==> src/rtl/gcd_lcm_if.sv <==
// Handshake and data bundle between a requester and the GCD/LCM engine.
interface gcd_lcm_if #(
    parameter int WIDTH = 8
) ();
    logic                 start;
    logic                 mode;
    logic [WIDTH-1:0]     in1;
    logic [WIDTH-1:0]     in2;
    logic                 busy;
    logic                 done;
    logic [2*WIDTH-1:0]   result;
    logic                 err;

    modport master (
        output start, mode, in1, in2,
        input  busy, done, result, err
    );

    modport slave (
        input  start, mode, in1, in2,
        output busy, done, result, err
    );
endinterface

==> src/rtl/gcd_lcm_engine.sv <==
// Multi-cycle GCD / LCM engine.
// GCD uses repeated subtraction. LCM divides a0 by the GCD (restoring
// division) and then multiplies the quotient by b0 (shift-add).
module gcd_lcm_engine #(
    parameter int WIDTH = 8
) (
    input  logic       clk,
    input  logic       reset,
    gcd_lcm_if.slave   bus
);
    localparam int            CW   = $clog2(WIDTH);
    localparam logic [CW-1:0] LAST = CW'(WIDTH - 1);

    typedef enum logic [2:0] {IDLE, CALC, DIV, MUL, DONE} state_t;

    state_t               state, state_nxt;
    logic [WIDTH-1:0]     a, b, a0, b0, rem;
    logic                 m;
    logic [CW-1:0]        cnt;
    logic [2*WIDTH-1:0]   acc, result_q;
    logic                 err_q;

    // a doubles as the dividend/quotient shift register in DIV and as the
    // multiplier shift register in MUL; b holds the GCD (the divisor).
    logic [WIDTH:0]       rem_shift;
    logic [WIDTH-1:0]     rem_diff;
    logic                 quo_bit;
    logic [2*WIDTH-1:0]   addend, mul_sum;

    assign rem_shift = {rem, a[WIDTH-1]};
    assign quo_bit   = (rem_shift >= {1'b0, b});
    // Only used when quo_bit is set, so the true difference is below b.
    assign rem_diff  = rem_shift[WIDTH-1:0] - b;
    assign addend    = a[0] ? ({{WIDTH{1'b0}}, b0} << cnt) : '0;
    assign mul_sum   = acc + addend;

    assign bus.busy   = (state != IDLE);
    assign bus.done   = (state == DONE);
    assign bus.result = result_q;
    assign bus.err    = err_q;

    // State register.
    always_ff @(posedge clk) begin
        // NOTE: clocked state uses non-blocking assignments so every register
        // samples pre-edge values regardless of statement order.
        if (reset) state <= IDLE;
        else       state <= state_nxt;
    end

    // Next-state decode.
    always_comb begin
        // NOTE: default first so no path leaves state_nxt unassigned (no latch).
        state_nxt = state;
        unique case (state)
            IDLE: if (bus.start) state_nxt = CALC;
            CALC: begin
                if (a == '0 || b == '0) state_nxt = DONE;
                else if (a == b)        state_nxt = m ? DIV : DONE;
            end
            DIV:  if (cnt == LAST) state_nxt = MUL;
            MUL:  if (cnt == LAST) state_nxt = DONE;
            DONE: state_nxt = IDLE;
            default: state_nxt = IDLE;
        endcase
    end

    // Datapath: operand capture, subtraction, division, multiplication.
    always_ff @(posedge clk) begin
        if (reset) begin
            // NOTE: every datapath register is cleared because reset must
            // leave outputs and internal state at a known zero.
            a        <= '0;
            b        <= '0;
            a0       <= '0;
            b0       <= '0;
            rem      <= '0;
            m        <= 1'b0;
            cnt      <= '0;
            acc      <= '0;
            result_q <= '0;
            err_q    <= 1'b0;
        end else begin
            case (state)
                IDLE: begin
                    if (bus.start) begin
                        a  <= bus.in1;
                        b  <= bus.in2;
                        a0 <= bus.in1;
                        b0 <= bus.in2;
                        m  <= bus.mode;
                    end
                end
                CALC: begin
                    if (a == '0 || b == '0) begin
                        result_q <= m ? '0 : {{WIDTH{1'b0}}, a | b};
                        err_q    <= (a == '0) && (b == '0);
                    end else if (a == b) begin
                        if (!m) begin
                            result_q <= {{WIDTH{1'b0}}, a};
                            err_q    <= 1'b0;
                        end else begin
                            a   <= a0;
                            rem <= '0;
                            cnt <= '0;
                            acc <= '0;
                        end
                    end else if (a > b) begin
                        a <= a - b;
                    end else begin
                        b <= b - a;
                    end
                end
                DIV: begin
                    rem <= quo_bit ? rem_diff : rem_shift[WIDTH-1:0];
                    a   <= {a[WIDTH-2:0], quo_bit};
                    cnt <= (cnt == LAST) ? '0 : cnt + 1'b1;
                end
                MUL: begin
                    acc <= mul_sum;
                    a   <= a >> 1;
                    cnt <= (cnt == LAST) ? '0 : cnt + 1'b1;
                    if (cnt == LAST) begin
                        result_q <= mul_sum;
                        err_q    <= 1'b0;
                    end
                end
                default: ;
            endcase
        end
    end
endmodule

==> src/flat_wrapper.sv <==
// flat-port wrapper written by rule: the top's interface ports become plain ports
module gcd_lcm_engine_flat 
#(
    parameter int WIDTH = 8
)
  (clk, reset, bus_start, bus_mode, bus_in1, bus_in2, bus_busy, bus_done, bus_result, bus_err);
  gcd_lcm_if #(.WIDTH(WIDTH)) bus_i ();
  input  logic clk;
  input  logic reset;
  input wire logic [$bits(bus_i.start)-1:0] bus_start;
  input wire logic [$bits(bus_i.mode)-1:0] bus_mode;
  input wire logic [$bits(bus_i.in1)-1:0] bus_in1;
  input wire logic [$bits(bus_i.in2)-1:0] bus_in2;
  output wire logic [$bits(bus_i.busy)-1:0] bus_busy;
  output wire logic [$bits(bus_i.done)-1:0] bus_done;
  output wire logic [$bits(bus_i.result)-1:0] bus_result;
  output wire logic [$bits(bus_i.err)-1:0] bus_err;
  assign bus_i.start = bus_start;
  assign bus_i.mode = bus_mode;
  assign bus_i.in1 = bus_in1;
  assign bus_i.in2 = bus_in2;
  assign bus_busy = bus_i.busy;
  assign bus_done = bus_i.done;
  assign bus_result = bus_i.result;
  assign bus_err = bus_i.err;
  gcd_lcm_engine #(.WIDTH(WIDTH)) u_core (.clk(clk), .reset(reset), .bus(bus_i));
endmodule
==> config.mk <==
export PLATFORM = sky130hd
export DESIGN_NAME = gcd_lcm_engine_flat
export DESIGN_NICKNAME = d
export VERILOG_FILES = /design/src/rtl/gcd_lcm_if.sv /design/src/rtl/gcd_lcm_engine.sv /design/src/flat_wrapper.sv
export SDC_FILE = /design/constraint.sdc
export NUM_CORES = 1
export LEC_CHECK = 0
export BUFFER_PORTS_ARGS = -buffer_cell sky130_fd_sc_hd__buf_2
export CORE_UTILIZATION = 50
export DETAILED_ROUTE_END_ITERATION = 10
export PLACE_DENSITY = 0.65
export SETUP_SLACK_MARGIN = 0.02
export SLEW_MARGIN = 10
export SYNTH_ARGS = -nofsm -noshare
export SYNTH_HDL_FRONTEND = slang
export SYNTH_SLANG_ARGS = --single-unit
==> constraint.sdc <==
create_clock -name clk -period 5.3 [get_ports clk]
set_input_delay 0.265 -clock clk [delete_from_list [all_inputs] [get_ports clk]]
set_output_delay 0.265 -clock clk [all_outputs]
set_load 0.05 [all_outputs]
==> results of run 1 <==
[power by group through the flow]
stage / Combinational [uW] / Sequential, uW / Clock, uW
2_1_floorplan: 1630 / 839 / 0
3_3_place_gp: 1980 / 877 / 0
3_5_place_dp: 2010 / 878 / 0
4_1_cts: 2020 / 865 / 671
5_1_grt: 2230 / 887 / 693
6_report: 2040 / 873 / 659
[tightest hold or removal path: stages]
cell,delay (ns)
buf_2,0.09
nand2_1,0.04
a21oi_1,0.05
[flip-flops by register name, indices dropped and copies added (netlist names), 8 cells and up]
register	cells
u_core.a	8
u_core.a0	8
u_core.acc	16
u_core.b	8
u_core.b0	8
u_core.bus.result	16
u_core.rem	8
[Yosys cell counts, drive strengths merged (3+ instances only)]
cell type   n
a211o       6
a211oi     15
a21o        7
a21oi      64
a221oi      4
a22o       10
a22oi       6
a31oi       9
a32o        3
and2        4
and3        3
buf        15
clkbuf     28
dfxtp      80
fa          4
ha         48
inv        28
mux2        5
mux2i      17
nand2      94
nand2b      6
nand3      18
nor2       78
nor2b       7
nor3       12
nor4        7
o211ai      4
o21a        3
o21ai      36
o21bai      6
o2bb2ai     5
o311ai     10
or2         3
or3         6
xnor2      17
xor2        6
[logic make-up after synthesis]
kind of cell / Yosys count / share of synthesized area
and+or+nand+nor: 247 / 0.201
AOI/OAI and AO/OA: 212 / 0.263
DFF: 80 / 0.284
buffers and inverters: 73 / 0.0563
adders and majority gates: 52 / 0.121
xor gates and xnor gates: 23 / 0.0357
muxes: 22 / 0.0401
[how the worst min path moves through the flow]
stage                                                  from                           endpoint  slack [ns]  cells past startpoint
after global routing                             bus_in1[3]          u_core.a0[3]$_SDFFE_PP0P_        0.15                      3
final                                              bus_mode              u_core.m$_SDFFE_PP0P_        0.15                      3
after detailed placement  u_core.bus.result[5]$_SDFFE_PP0P_  u_core.bus.result[5]$_SDFFE_PP0P_        0.45                      2
after CTS                                          bus_mode              u_core.m$_SDFFE_PP0P_        0.14                      3
after global placement    u_core.bus.result[5]$_SDFFE_PP0P_  u_core.bus.result[5]$_SDFFE_PP0P_        0.44                      2
after floorplan                                  bus_in1[0]          u_core.a0[0]$_SDFFE_PP0P_        0.40                      2
[cell type report]
| class | count | area, um2 | area share |
|---|---|---|---|
| clock buffer | 9 | 225 | 0.0366 |
| clock inverter | 7 | 83.8 | 0.0136 |
| inverter | 30 | 113 | 0.0183 |
| multi-input combinational | 556 | 3730 | 0.606 |
| sequential | 80 | 1600 | 0.260 |
| tap | 140 | 175 | 0.0284 |
| timing repair buffer | 43 | 228 | 0.0370 |
[through the flow]
step                total power, uW  cell area [um2]  hold slack (ns)  worst slack [ns]
global route                   3810             6160            0.153              1.50
global placement               2860             5850            0.442              1.95
floorplan                      2470             5640            0.401              2.19
CTS                            3550             6160            0.139              1.83
detailed placement             2880             5850            0.453              1.85
finish                         3570             6160            0.146              1.77
[metal layers]
| metal | vias to the layer above | share of wire | global-route usage | routed length, um |
|---|---|---|---|---|
| li1 | 2577 | - | - | - |
| met1 | 2488 | 0.45 | 0.364 | 7100 |
| met2 | 138 | 0.47 | 0.451 | 7370 |
| met3 | 34 | 0.047 | 0.0597 | 737 |
| met4 | 0 | 0.029 | 0.114 | 459 |
| met5 | - | 0 | 0 | 0 |
==> impl_results.md, run 1 <==
* Post-CTS Resized at 0
* Power Density at 580 nW/um2
* Vias in the first global route at roughly 4900
* Total gr overflow at 0
* Core region area at approximately 11000 um2
* CTS Buffer Depth at 2
* CP Data Arrival Time at approximately 3.8 ns
* Clk network pwr share at 0.184
* Post-synthesis cell count at 709
* Area of the mapped netlist at about 5600 um2
* Number of synthesized flops with an enable pin at 0
* Routed vias/inst at around 6.1
* Final Max Slew Viols at 0
* # rows at 38
* Placed insts at around 850
* Syn_nets at ~780
* Initial antenna violation count at 0
* Final setup TNS at 0 ns
* Post-route clock period utilization at 0.667
* Max_cap viols at 0
* Sequential share of the synthesized area at 0.284
* CP peak stage delay at 0.69 ns
* Die area at 11700 um2
* Routed WL per cell at roughly 18 um
* Skew final at about 0.011 ns
* Worst vdd ir at approximately 0.34 mV
* Largest net degree at the start of global routing at slightly above 50
* Commonest non-fill, non-tap cell in the layout: nand2_1
* Min-delay worst type: in -> reg
* # clock sinks at 80
* P_int at between 1500 and 2000 uW
* Pleak at 0.00250 uW
* Critical Path Sink: u_core.acc[11]$_SDFFE_PP0P_
* Reg2Reg Setup Slack at roughly 1.8 ns
* Distinct cells, synth at between 70 and 80
* Req. time, crit path at roughly 5.6 ns
* Final nets at 792
* Layout Utilization at 0.563
* Final WL at around 16 mm
* Fin. Hold Viols at 0
* Main synth FF type: dfxtp_1
* Setup crit start kind: flop
* Most frequent cells in the layout: nand2_1, dfxtp_1, nor2_1
* Worst-path cell chain: mux2_2 -> o21ai_0 -> nor2_1 -> a31oi_1 -> nor2_1 -> ha_1 -> nand4b_1 -> a21boi_0 -> a221oi_1 -> o21ai_0 -> xor2_1 -> a22o_1
* Setup Viol. Count Final at 0
* Fill count at approximately 1000
* Worst-path clk slew at ~0.07 ns
* Antenna Cells at 0
* Net Sw Power at approximately 1700 uW
* R2R Path End: u_core.acc[11]$_SDFFE_PP0P_
* DRC Markers at 0
* First-pass GRT wire length at 25.0 mm
* Seq pwr share at 0.244
* CTS Hold Buffers Added at 0
* Global Route Usage Sum at 0.280
* Starting density of the core at 0.516
* Drt first-iter violations at about 460
* Slew @ Worst Pin at 1.10 ns
* Post-DP HPWL at between 10 and 15 mm
* Setup CP Type: reg -> reg
* Die Span X at approximately 110 um
* CTS H-tree depth at 3
* Net switching share of the total power at 0.478
* Yosys warns at 0
* Share of cells above drive strength 1 at 0.112
* I/O pin count at 39
* Mean Syn Cell Area at 7.96 um2
* Via Count at 5237
* Tmin final at 3.53 ns
* CP top delay family: compound AO/OA/AOI/OAI gates
* Worst Setup SP: u_core.cnt[1]$_SDFFE_PP0P_
* #FFs+latches synth at 80
* First-pass DRT Iterations at 5
* Nature of the critical path endpoint: flop
* Routability cong. at between 0.9 and 1
* CP bufs+invs at 0
* Worst-path fanout max at 15
* TritonCTS clock tree: built
* Setup Buffers After CTS at 0
* Area delta synth->final at 9.16%
* Port Buf Inserts at 38
* Worst r2r src: u_core.cnt[1]$_SDFFE_PP0P_
* Fin cells at a little under 900
* RSZ-0062 raised after global routing: false
* Slew margin rel. at 0.262
* Peak Freq at roughly 0.28 GHz
* DIE HEIGHT at around 110 um
* CTS Buf Count at 9
* Status: finished clean
* Share of the synthesized area in the top cell type at 0.284
* Worst-case reg-to-reg path depth at 12
* Async SR Flop Fraction at 0
* Skew-Pair Late Insertion Delay at roughly 0.36 ns
* Number of cells on the critical path at 12
* Yosys top cell by area: dfxtp_1
* Top cells by area, synth: dfxtp_1, ha_1, nand2_1
* Post-DRT Antenna Nets at 0
* Clk root buf: clkbuf_16
* Power share of the combinational group at 0.572
* Max stage delay cell, worst path: dfxtp_1
No activity file was read; power rests on OpenSTA's default activity.
==> run 2: changes to the inputs <==
clock period = 3.5 ns   (was 5.3 ns; I/O delays follow)
==> impl_results.md, run 2 (synthesis gave the netlist of run 1 again) <==
* Max stage delay cell, worst path: dfxtp_2
* Clk network pwr share at 0.187 (+0.003)
* Final WS setup at 0.303 ns (-1.46 ns)
* Tmin final at 3.20 ns (-0.336 ns)
* CP peak stage delay at 0.40 ns (-0.29 ns)
* # clock sinks at 80 (unchanged)
* R2R Path End: u_core.acc[11]$_SDFFE_PP0P_
* Post-route clock period utilization at 0.913 (+0.247)
* Antenna Cells at 0 (unchanged)
* Fin cells at 878 (+1.5%)
* Most frequent cells in the layout: nand2_1, nor2_1, dfxtp_1
* Share of cells above drive strength 1 at 0.125 (+0.0129)
* I/O pin count at 39 (unchanged)
* HP Start: bus_mode
* Clk root buf: clkbuf_16
* Final setup TNS at 0 ns (unchanged)
* Skew-Pair Late Insertion Delay at 0.35 ns (about the same)
* Fin. Hold Viols at 0 (unchanged)
* Net switching share of the total power at 0.462 (-0.0161)
* Die Span X at 108 um (unchanged)
* CTS Buf Count at 9 (unchanged)
* Power Density at 877 nW/um2 (+51%)
* Nature of the critical path endpoint: flop
* Global Route Usage Sum at 0.287 (+0.00648)
* Core region area at 10900 um2 (unchanged)
* # rows at 38 (unchanged)
* Setup Buffers After CTS at 0 (unchanged)
* Worst-path clk slew at 0.06 ns (about the same)
* Slew margin rel. at 0.377 (+0.116)
* Min-delay worst type: in -> reg
* First-pass DRT Iterations at 5 (unchanged)
* Largest net degree at the start of global routing at 49 (-3.9%)
* DRC Markers at 0 (unchanged)
* Final nets at 805 (+1.6%)
* Setup crit start kind: flop
* Seq pwr share at 0.233 (-0.011)
* P_int at 2950 uW (+58%)
* Pleak at 0.00257 uW (+2.8%)
* Final WL at 15.6 mm (-0.19%)
* CTS H-tree depth at 3 (unchanged)
* Commonest non-fill, non-tap cell in the layout: nand2_1
* CTS Buffer Depth at 2 (unchanged)
* Req. time, crit path at 3.74 ns (-1.81 ns)
* DR top layer: met4
* Critical Path Most Common Cell: a21o_1
* Final Max Slew Viols at 0 (unchanged)
* DIE HEIGHT at 108 um (unchanged)
* Hold path depth at 3 (unchanged)
* Placed insts at 862 (+1.5%)
* Worst-case reg-to-reg path depth at 11 (-1)
* Routed vias/inst at 5.99 (-1.0%)
* Net Sw Power at 2540 uW (+48%)
* Met2 routed WL at 7.42 mm (+0.69%)
* Area delta synth->final at 11.0%
* Worst vdd ir at 0.529 mV (+56%)
* Post-DP HPWL at 11.9 mm (+2.0%)
* Worst-path cell chain: buf_4 -> mux2i_1 -> o22a_1 -> a211oi_1 -> ha_1 -> a21o_1 -> a21o_1 -> a221oi_1 -> o21ai_0 -> xor2_1 -> a22o_1
* Die area at 11700 um2 (unchanged)
* Starting density of the core at 0.516 (unchanged)
* Routability cong. at 0.933 (-3.1%)
* WL met1 at 6.91 mm (-2.6%)
* Slew @ Worst Pin at 0.927 ns (-0.176 ns)
* WL met3 at 868 um (+18%)
* Peak Freq at 0.313 GHz (+11%)
* TritonCTS clock tree: built
* Worst-path fanout max at 10 (-5)
* WHS Endpoint: u_core.m$_SDFFE_PP0P_
* Drt first-iter violations at 388 (-15%)
* Post-DRT Antenna Nets at 0 (unchanged)
* Reg2Reg Setup Slack at 0.30 ns (-1.46 ns)
* Routed WL per cell at 17.8 um (-1.7%)
* Vias in the first global route at 4939 (+1.3%)
* Initial antenna violation count at 0 (unchanged)
* Skew final at 0.00689 ns (-0.00377 ns)
* RSZ-0062 raised after global routing: false
* Total gr overflow at 0 (unchanged)
* Via Count at 5262 (+0.48%)
* Worst r2r src: u_core.cnt[1]$_SDFFE_PP0P_
* Status: finished clean
* CP Data Arrival Time at 3.44 ns (-0.34 ns)
* First-pass GRT wire length at 25.6 mm (+2.5%)
* Pre-CTS setup slack at 0.224 ns (-1.62 ns)
* Power share of the combinational group at 0.580 (+0.008)
* Max_cap viols at 0 (unchanged)
* Setup Viol. Count Final at 0 (unchanged)
* Port Buf Inserts at 38 (unchanged)
* Setup CP Type: reg -> reg
-- run 2: cell count changes in the layout (fill, tap and decap cells not counted), moves of 2 or more --
cell	delta
inv_6	-4
buf_4	+13
clkbuf_1	+3
dfxtp_1	-2
dfxtp_2	+2
-- run 2: critical path, delay by kind of cell (launching register included) --
family                   cells  cell delay (ns)
AO/OA/AOI/OAI                7             1.82
flip-flops                   1             0.40
adder cells (fa/ha/maj)      1             0.37
buffers and inverters        1             0.20
XOR/XNOR                     1             0.19
multiplexers                 1             0.10
-- run 2: what timing repair did --
item / in CTS / in global routing
gates resized for setup: 0 / 2
endpoints found under the setup margin: 0 / 3
hold buffers: 0 / 0
-- run 2: per-layer routing --
layer  vias up  track usage
li1       2601            -
met1      2499        0.373
met2       131        0.466
met3        31       0.0500
met4         0        0.121
met5         -            0
-- run 2: stage by stage --
| stage | instance area (um2) | utilization | total power (uW) | hold slack [ns] |
|---|---|---|---|---|
| CTS | 6260 | 0.572 | 5480 | 0.0566 |
| global placement | 5940 | 0.544 | 4400 | 0.413 |
| floorplan | 5640 | - | 3730 | 0.311 |
| detailed placement | 5940 | 0.544 | 4430 | 0.428 |
| global route | 6260 | 0.573 | 5890 | 0.0743 |
| finish | 6260 | 0.573 | 5490 | 0.0662 |
-- run 2: cell type report --
| type | count | area [um2] |
|---|---|---|
| fillers | 1044 | 4670 |
| multi-input cells | 556 | 3730 |
| flip-flops and latches | 80 | 1600 |
| repair buffers | 56 | 325 |
| clock buffers | 13 | 250 |
| well taps | 140 | 175 |
| inverters | 30 | 113 |
| clock inverters | 3 | 65.1 |
-- run 2: worst max path at each step --
stage | startpoint | slack [ns] | depth (start not counted) | to
6_report | u_core.cnt[1]$_SDFFE_PP0P_ | 0.30 | 11 | u_core.acc[11]$_SDFFE_PP0P_
5_1_grt | u_core.cnt[1]$_SDFFE_PP0P_ | 0.09 | 13 | u_core.bus.result[14]$_SDFFE_PP0P_
2_1_floorplan | u_core.cnt[1]$_SDFFE_PP0P_ | 0.39 | 13 | u_core.acc[11]$_SDFFE_PP0P_
4_1_cts | u_core.cnt[0]$_SDFFE_PP0P_ | 0.20 | 12 | u_core.bus.result[14]$_SDFFE_PP0P_
3_5_place_dp | u_core.cnt[0]$_SDFFE_PP0P_ | 0.22 | 12 | u_core.bus.result[14]$_SDFFE_PP0P_
3_3_place_gp | u_core.cnt[0]$_SDFFE_PP0P_ | 0.38 | 12 | u_core.bus.result[14]$_SDFFE_PP0P_
-- run 2: power by group through the flow --
stage                     registers (uW)  clock network, uW  logic (uW)
after floorplan                     1270                  0        2460
after global placement              1290                  0        3110
after detailed placement            1290                  0        3140
after CTS                           1270               1050        3160
after global routing                1300               1090        3500
final                               1280               1020        3180
